==> config.mk <==
export PLATFORM = sky130hd
export DESIGN_NAME = hazard_stall_controller
export DESIGN_NICKNAME = d
export VERILOG_FILES = /design/src/rtl/hazard_stall_controller_pkg.sv /design/src/rtl/hazard_stall_controller_sat_counter.sv /design/src/rtl/hazard_stall_controller.sv
export SDC_FILE = /design/constraint.sdc
export NUM_CORES = 1
export LEC_CHECK = 0
export ABC_AREA = 1
export CAP_MARGIN = 20
export CORE_MARGIN = 4
export CORE_UTILIZATION = 50
export DETAILED_ROUTE_END_ITERATION = 12
export HOLD_SLACK_MARGIN = 0.05
export PLACE_DENSITY = 0.8
export SLEW_MARGIN = 40
export SYNTH_ARGS = -nofsm -noshare
export SYNTH_HDL_FRONTEND = slang
export SYNTH_SLANG_ARGS = --single-unit
==> constraint.sdc <==
create_clock -name clk -period 2.25 [get_ports clk]
set_clock_uncertainty 0.2 [all_clocks]
set_input_delay 0.45 -clock clk [delete_from_list [all_inputs] [get_ports clk]]
set_output_delay 0.45 -clock clk [all_outputs]
set_load 0.01 [all_outputs]
==> src/rtl/hazard_stall_controller_pkg.sv <==
// Shared types for the pipeline sequencer: FSM states, per-cycle pipe action,
// pipe-enable bit positions and the load-use hazard term.
package hazard_stall_controller_pkg;

  typedef enum logic [1:0] {
    ST_RUN      = 2'd0,
    ST_MEM_WAIT = 2'd1,
    ST_ERROR    = 2'd2
  } state_t;

  typedef enum logic [1:0] {
    ACT_NONE   = 2'd0,
    ACT_FREEZE = 2'd1,
    ACT_FLUSH  = 2'd2,
    ACT_LU     = 2'd3
  } action_t;

  localparam int unsigned PE_PC    = 0;
  localparam int unsigned PE_IFID  = 1;
  localparam int unsigned PE_IDEX  = 2;
  localparam int unsigned PE_EXMEM = 3;
  localparam int unsigned PE_NUM   = 4;

  // $0 is hard-wired zero, so a load targeting it never creates a dependency.
  function automatic logic load_use_hazard(
    input logic       mem_read_ex,
    input logic [4:0] rt_ex,
    input logic [4:0] rs_id,
    input logic [4:0] rt_id,
    input logic       uses_rt_id
  );
    return mem_read_ex && (rt_ex != 5'd0) &&
           ((rt_ex == rs_id) || (uses_rt_id && (rt_ex == rt_id)));
  endfunction

endpackage

==> src/rtl/hazard_stall_controller_sat_counter.sv <==
// Saturating event counter: increments on inc_i, sticks at all-ones.
module sat_counter #(
  parameter int unsigned W = 16
) (
  input  logic         clk,
  input  logic         reset,
  input  logic         inc_i,
  output logic [W-1:0] count_o
);

  logic [W-1:0] count_q;
  logic [W-1:0] count_d;

  always_comb begin
    count_d = count_q;
    if (inc_i && (count_q != '1)) begin
      count_d = count_q + W'(1);
    end
  end

  always_ff @(posedge clk or negedge reset) begin
    if (!reset) begin
      count_q <= '0;
    end else begin
      count_q <= count_d;
    end
  end

  assign count_o = count_q;

endmodule

==> src/rtl/hazard_stall_controller.sv <==
// Pipeline sequencer: load-use stalls, memory-wait freeze with watchdog,
// branch flush, and saturating perf counters for each action.
module hazard_stall_controller
  import hazard_stall_controller_pkg::*;
#(
  parameter int unsigned MAX_WAIT = 16,
  parameter int unsigned CNT_W    = 16
) (
  input  logic             clk,
  input  logic             reset,
  input  logic             mem_read_IDEX_i,
  input  logic [4:0]       reg_rt_IDEX_i,
  input  logic [4:0]       reg_rs_IFID_i,
  input  logic [4:0]       reg_rt_IFID_i,
  input  logic             uses_rt_IFID_i,
  input  logic             branch_taken_i,
  input  logic             dmem_req_EXMEM_i,
  input  logic             dmem_ready_i,
  output logic             pc_write_o,
  output logic             ifid_write_o,
  output logic             idex_write_o,
  output logic             exmem_write_o,
  output logic             ifid_flush_o,
  output logic             idex_flush_o,
  output logic             memwb_bubble_o,
  output logic             mem_timeout_o,
  output logic [CNT_W-1:0] lu_stall_cnt_o,
  output logic [CNT_W-1:0] mem_wait_cnt_o,
  output logic [CNT_W-1:0] flush_cnt_o
);

  localparam int unsigned WAIT_W = $clog2(MAX_WAIT) + 1;

  state_t            state_q, state_d;
  logic [WAIT_W-1:0] wait_q, wait_d;
  action_t           action;
  logic              lu;
  logic              mstall;
  logic [PE_NUM-1:0] pipe_en;
  logic              ifid_flush;
  logic              idex_flush;
  logic              memwb_bubble;

  assign lu = load_use_hazard(mem_read_IDEX_i, reg_rt_IDEX_i, reg_rs_IFID_i,
                              reg_rt_IFID_i, uses_rt_IFID_i);
  assign mstall = dmem_req_EXMEM_i && !dmem_ready_i;

  // The first stalled cycle is spent in RUN and already counts as wait 1,
  // so ERROR is entered after exactly MAX_WAIT frozen cycles.
  always_comb begin
    state_d = state_q;
    wait_d  = wait_q;
    unique case (state_q)
      ST_RUN: begin
        if (mstall) begin
          state_d = ST_MEM_WAIT;
          wait_d  = WAIT_W'(1);
        end
      end
      ST_MEM_WAIT: begin
        if (!mstall) begin
          state_d = ST_RUN;
          wait_d  = '0;
        end else if (wait_q == WAIT_W'(MAX_WAIT - 1)) begin
          state_d = ST_ERROR;
        end else begin
          wait_d = wait_q + WAIT_W'(1);
        end
      end
      ST_ERROR: begin
        state_d = ST_ERROR;
      end
      default: begin
        state_d = ST_RUN;
        wait_d  = '0;
      end
    endcase
  end

  always_ff @(posedge clk or negedge reset) begin
    if (!reset) begin
      state_q <= ST_RUN;
      wait_q  <= '0;
    end else begin
      state_q <= state_d;
      wait_q  <= wait_d;
    end
  end

  // Branch or load-use during a freeze is deferred: inputs stay stable while
  // frozen, so the request is simply re-evaluated in the release cycle.
  always_comb begin
    action = ACT_NONE;
    if ((state_q == ST_ERROR) || mstall) begin
      action = ACT_FREEZE;
    end else if (branch_taken_i) begin
      action = ACT_FLUSH;
    end else if (lu) begin
      action = ACT_LU;
    end
  end

  always_comb begin
    pipe_en      = '1;
    ifid_flush   = 1'b0;
    idex_flush   = 1'b0;
    memwb_bubble = 1'b0;
    unique case (action)
      ACT_FREEZE: begin
        pipe_en      = '0;
        memwb_bubble = 1'b1;
      end
      ACT_FLUSH: begin
        ifid_flush = 1'b1;
        idex_flush = 1'b1;
      end
      ACT_LU: begin
        pipe_en[PE_PC]   = 1'b0;
        pipe_en[PE_IFID] = 1'b0;
        idex_flush       = 1'b1;
      end
      default: begin
        pipe_en = '1;
      end
    endcase
  end

  assign pc_write_o     = pipe_en[PE_PC];
  assign ifid_write_o   = pipe_en[PE_IFID];
  assign idex_write_o   = pipe_en[PE_IDEX];
  assign exmem_write_o  = pipe_en[PE_EXMEM];
  assign ifid_flush_o   = ifid_flush;
  assign idex_flush_o   = idex_flush;
  assign memwb_bubble_o = memwb_bubble;
  assign mem_timeout_o  = (state_q == ST_ERROR);

  sat_counter #(.W(CNT_W)) u_lu_cnt (
    .clk     (clk),
    .reset   (reset),
    .inc_i   (action == ACT_LU),
    .count_o (lu_stall_cnt_o)
  );

  sat_counter #(.W(CNT_W)) u_mem_wait_cnt (
    .clk     (clk),
    .reset   (reset),
    .inc_i   (action == ACT_FREEZE),
    .count_o (mem_wait_cnt_o)
  );

  sat_counter #(.W(CNT_W)) u_flush_cnt (
    .clk     (clk),
    .reset   (reset),
    .inc_i   (action == ACT_FLUSH),
    .count_o (flush_cnt_o)
  );

endmodule

# Word level (Yosys, flattened, before mapping)
# Index checks and enable logic that the tools add are counted.
# W data, S select, Z words.
dict set report totals {
  regBits 55
  output_inout_bits 56
}
dict set report classes {
  n_addsub 4
  eq_ne 14
  muxes 16
  bitwise_logic 1
  n_reduce_logical 16
}
# op count
set op_table {}
lappend op_table {{$add A16 B1 Y16 const B} 3}
lappend op_table {{$ne A16 B16 Y1 const B} 3}
lappend op_table {{$mux W2} 8}
lappend op_table {{$mux W5} 3}
lappend op_table {{$pmux W5 S3} 1}
lappend op_table {{$eq A5 B5 Y1} 2}
lappend op_table {{$logic_and A1 B1 Y1} 7}
lappend op_table {{$eq A2 B2 Y1 const B} 3}
lappend op_table {{$ne A3 B3 Y1 const B} 2}
lappend op_table {{$pmux W2 S3} 1}
lappend op_table {{$add A5 B1 Y5 const B} 1}
lappend op_table {{$eq A5 B4 Y1 const B} 1}
lappend op_table {{$reduce_bool A5 Y1} 1}
lappend op_table {{$eq A2 B1 Y1 const B} 2}
lappend op_table {{$reduce_or A2 Y1} 2}
lappend op_table {{$mux W1} 3}
lappend op_table {{$reduce_and A3 Y1} 1}
lappend op_table {{$logic_not A2 Y1} 1}
lappend op_table {{$logic_or A1 B1 Y1} 2}
lappend op_table {{$ne A2 B2 Y1 const B} 1}
lappend op_table {{$reduce_and A2 Y1} 1}
lappend op_table {{$logic_not A1 Y1} 1}
lappend op_table {{$not A1 Y1} 1}

# Longest topological paths before layout
dict set report depth {
  ltp_word 10
  ltp_mapped 11
}

# Modules after synthesis
# Synthesis repeated with hierarchy kept, for this count alone.
dict set report hier_totals {
  cells_unflattened 560
  hier_area_um2 3843.7
}
# module instances cells_each area_per_inst_um2 seq_area_each_um2
set by_module_without_submodules {}
lappend by_module_without_submodules {{sat_counter (u_lu_cnt ...)} 2 149 1058.5 400.4}
lappend by_module_without_submodules {{sat_counter (u_flush_cnt)} 1 147 1031.0 400.4}
lappend by_module_without_submodules {hazard_stall_controller 1 115 695.7 175.2}

# Least setup slack after synthesis
# OpenSTA, ideal clock, no wires.
dict set report synth_path {
  path_kind {flip-flop to flip-flop}
  start {register wait_q[0]}
  end {register wait_q[0]}
  setup_ps 125
  t_arrival_ps 1547
  t_required_ps 1925
  path_slack_ps 378
  path_stages_with_launch 8
  synth_period_minus_slack_ps 1872
  path_cell_list {dfrtp_1 -> ha_1 -> inv_1 -> nor3_1 -> ha_1 -> inv_1 -> o21ai_0 -> mux2_2}
}
dict set report synth_via {
  elab_chain_len 4
  elab_cells_between_ends 7
}
# element line_no
set synth_rtl {}
lappend synth_rtl {{start: declaration} hazard_stall_controller.sv:35} ;# logic [WAIT_W-1:0] wait_q, wait_d;
lappend synth_rtl {{start signal: assignment} hazard_stall_controller.sv:86} ;# wait_q <= wait_d;
lappend synth_rtl {{$add A5 B1 Y5} hazard_stall_controller.sv:67} ;# wait_d = wait_q + WAIT_W'(1);
lappend synth_rtl {{$mux W5} hazard_stall_controller.sv:64} ;# end else if (wait_q == WAIT_W'(MAX_WAIT - 1)) begin
lappend synth_rtl {{$mux W5} hazard_stall_controller.sv:61} ;# if (!mstall) begin
lappend synth_rtl {{$pmux W5 S3} hazard_stall_controller.sv:53} ;# unique case (state_q)
# Several ways; a longest one is shown, not always the timed one. The select of a mux whose other input is x is not followed.
# A chain may end at the register's enable or synchronous reset.

# Final worst setup path
dict set report layout_path {
  start {input port uses_rt_IFID_i}
  end {output port idex_flush_o}
}
dict set report layout_via {
  elab_chain_len 9
  elab_cells_between_ends 10
}
# element line_no
set layout_rtl {}
lappend layout_rtl {{start: declaration} hazard_stall_controller.sv:15} ;# input logic uses_rt_IFID_i,
lappend layout_rtl {{$logic_and A1 B1 Y1 (*)} hazard_stall_controller_pkg.sv:33} ;# ((rt_ex == rs_id) || (uses_rt_id && (rt_ex == rt_id)));
lappend layout_rtl {{$logic_or A1 B1 Y1 (*)} hazard_stall_controller_pkg.sv:33}
lappend layout_rtl {{$logic_and A1 B1 Y1 (*)} hazard_stall_controller_pkg.sv:32} ;# return mem_read_ex && (rt_ex != 5'd0) &&
lappend layout_rtl {{$mux W2 (*)} hazard_stall_controller.sv:98} ;# end else if (lu) begin
lappend layout_rtl {{$mux W2 (*)} hazard_stall_controller.sv:96} ;# end else if (branch_taken_i) begin
lappend layout_rtl {{$mux W2 (*)} hazard_stall_controller.sv:94} ;# if ((state_q == ST_ERROR) || mstall) begin
lappend layout_rtl {{$eq A2 B2 Y1} hazard_stall_controller.sv:108} ;# unique case (action)
lappend layout_rtl {{$reduce_or A2 Y1 (no line) (*)} --}
lappend layout_rtl {{$mux W1 (*)} hazard_stall_controller.sv:108}
lappend layout_rtl {{end: declaration} hazard_stall_controller.sv:24} ;# output logic idex_flush_o,
# Mark *: on every way between the ends. The rest lies on a longest branch, timed or not.

==> flow_metrics.py <==
metrics = {
    "logic_synthesis": {
        "avgSynthCellArea_sq_um": 7.39,
        "syn-num-nets": 472,
        "synth_edf_count": 0,
        "syn_inst": 445,
        "async_reset_ff_frac": 1.00,
        "synth_top_flop_cell": "dfrtp_1",
        "yosysSeqAreaShare": 0.418,
        "yosys_warnings": 0,
        "synthDistinctLibCells": 30,
        "ys_ff_latch": 55,
        "syn-cell-area_sq_um": 3290,
    },
    "sta": {
        "setup_slack_ns": 0.0334,
        "min_period_ns": 2.22,
        "rsz0062_at_grt": "yes",
        "hold_violations": 0,
        "max_freq_ghz": 0.451,
        "holdWs_ns": 0.291,
        "timing.final.crit_share": 0.985,
        "slew_headroom": 0.599,
        "final-setup-viol-count": 0,
        "tightest_slew_ns": 0.602,
        "slew_viol_final": 0,
    },
    "detailed_routing": {
        "ant_nets": 0,
        "dr.first_iter.drc_count": 113,
        "firstDrtPassIters": 4,
        "vias": 3172,
        "viasPerCell": 5.09,
        "drc": 0,
        "wirelength_um": 7940,
        "wl_per_cell_um": 12.7,
    },
    "clock_network": {
        "cts_sinks": 55,
        "tritoncts": "done",
        "clock-root-buffer": "clkbuf_8",
        "cts_inserted_buffers": 5,
        "cts_buffer_depth": 2,
        "htreeDepth": 2,
        "clk_latency_ns": 0.31,
        "clkTransAtPathRegs_ns": 0.09,
    },
    "grt": {
        "grt_pass1_vias": 3088,
        "grt_pass1_wl_um": 13300,
        "grt_usage": 0.209,
        "antenna_found_initial": 0,
        "grt_max_degree": 33,
        "grt_overflow": 0,
    },
    "worst_setup_path": {
        "rrSetupSlack_ns": 0.15,
        "rr_endpoint": "wait_q[0]",
        "cp_max_fo": 3,
        "critical_path_required_ns": 1.60,
        "cp-start-kind": "input port",
        "timing_worst_setup_path_type": "in2out",
        "cp_data_arrival_time_ns": 1.57,
        "rr_startpoint": "wait_q[0]",
        "crit_path_end_kind": "output pin",
        "worstRegToRegCells": 7,
    },
    "worst_hold_path": {
        "min_from": "state_q[0]",
        "hold_class": "reg2reg",
        "min_path_cells": 1,
        "hold_path_end": "state_q[0]",
    },
    "pwr": {
        "ir_drop_mv": 0.675,
        "power_density_nw_per_um2": 627,
        "power.leakage_nw": 2.14,
    },
    "place": {
        "dp_slack_ns": -0.584,
        "placed_cells": 611,
        "hpwl_um": 6100,
        "portBuffers": 77,
        "gp_congestion": 0.898,
    },
    "floorplan": {
        "die_w_um": 89.1,
        "start_util": 0.515,
        "pin_count": 78,
        "die_y_um": 89.1,
        "coreArea_sq_um": 6390,
        "rows": 29,
        "dieArea_sq_um": 7940,
    },
    "finish": {
        "stdcell_count": 623,
        "area_delta_synth_final_pct": 32.8,
        "num_antenna_cells": 0,
        "fillCellCount": 546,
        "drive_above_1_share": 0.106,
        "nets": 572,
    },
    "job": {
        "cap_viol_max_count": 0,
    },
    "outcome": {
        "outcome": "completed",
    },
}
-- cells in the final DEF, fill, tap and decap left out, types with 3 or more instances in the layout --
cell type	n
inv_2	7
o21ai_0	7
ha_1	5
nand3_1	27
nor3_1	12
dlygate4sd2_1	12
buf_2	5
nand2_2	4
clkbuf_8	5
nand4_1	11
buf_4	19
clkdlybuf4s50_1	55
dfrtp_1	55
buf_12	3
xnor2_1	15
xor2_1	25
nor2_1	44
inv_1	46
o21ai_1	5
dlymetal6s2s_1	3
nand2_1	154
-- final cells by class --
class | count | area [sq um] | share of cell area
clock buffer | 6 | 72.6 | 0.0166
clock inverter | 2 | 12.5 | 0.00286
inverter | 54 | 203 | 0.0464
multi-input combinational | 329 | 1670 | 0.382
sequential | 55 | 1380 | 0.315
tap | 77 | 96.3 | 0.0221
timing repair buffer | 100 | 941 | 0.215
-- flip-flops by register name, summed over array words and instances, names as in the netlist --
| register | count |
|---|---|
| u_flush_cnt.count_o | 16 |
| wait_q | 5 |
| state_q | 2 |
| u_lu_cnt.count_o | 16 |
| u_mem_wait_cnt.count_o | 16 |
-- what timing repair did --
action,4_1_cts,5_1_grt
endpoints found under the hold margin,23,0
buffers inserted,1,2
resized for setup,34,8
hold buffers,1,0
cloned,0,0
pin swaps,6,4
endpoints found under the setup margin,7,6
-- cells by family after synthesis --
group | Yosys count | synth area share
AO/OA/AOI/OAI | 18 | 0.0289
XOR/XNOR | 40 | 0.107
adder cells (fa/ha/maj) | 5 | 0.0190
buffers and inverters | 61 | 0.0784
flip-flops | 55 | 0.418
multiplexers | 1 | 0.00342
AND/OR/NAND/NOR | 265 | 0.345
-- stage by stage --
| step | util | power, mW | setup TNS, ns | instance area (sq um) |
|---|---|---|---|---|
| after floorplan | - | 1.73 | 0 | 3290 |
| after global placement | 0.670 | 2.20 | -3.56 | 4280 |
| after detailed placement | 0.670 | 2.23 | -4.58 | 4280 |
| after CTS | 0.682 | 2.77 | -0.0842 | 4360 |
| after global routing | 0.684 | 2.92 | -0.0304 | 4370 |
| final | 0.684 | 2.74 | 0 | 4370 |
-- how the worst max path moves through the flow --
stage	cells after the start	to	slack (ns)	from
floorplan	7	wait_q[0]	0.38	wait_q[0]
detailed placement	10	idex_flush_o	-0.58	reg_rt_IDEX_i[1]
global placement	10	idex_flush_o	-0.55	reg_rt_IDEX_i[4]
CTS	10	idex_flush_o	-0.08	reg_rs_IFID_i[3]
finish	8	idex_flush_o	0.03	uses_rt_IFID_i
global route	7	idex_flush_o	-0.03	reg_rs_IFID_i[4]
-- Yosys cell counts, types with 2 or more instances --
cell type  number  area, sq um
buf_2           2         10.0
nand2_1       155          582
nor2_1         44          165
nand2_2         3         18.8
nand3b_1        2         15.0
nor2_2          3         18.8
nor3b_1         2         15.0
inv_1          47          176
o21ai_0         7         35.0
or2_2           2         12.5
buf_4           3         22.5
xor2_1         25          219
ha_1            5         62.6
nor3_1         12         60.1
xnor2_1        15          131
nand3_1        27          135
o22ai_1         2         12.5
inv_2           6         22.5
a21oi_1         3         15.0
buf_6           2         22.5
o21ai_1         5         25.0
dfrtp_1        55         1380
nand4_1        11         68.8
-- metal layers --
layer  vias up  GRT usage  wire length, um
li1       1578          -                -
met2        74      0.364             3990
met4         0     0.0555               43
met3         4     0.0415              384
met1      1516      0.263             3520
met5         -          0                0
-- where the power goes --
| part | leakage [nW] | total [mW] | switching, mW | internal [mW] |
|---|---|---|---|---|
| sequential | 0.733 | 1.34 | 0.202 | 1.14 |
| combinational | 1.36 | 0.859 | 0.400 | 0.459 |
| clock | 0.0412 | 0.540 | 0.321 | 0.219 |
| total | 2.14 | 2.74 | 0.923 | 1.82 |
-- critical path, stage by stage --
cell and delay (ns):
clkdlybuf4s50_1 0.46, nand2_1 0.05, nor2_1 0.09, nand3_1 0.09, nand2_2 0.11, nand3_2 0.08, o21ai_0 0.08, buf_2 0.15
(Power assumes the default switching activity.)
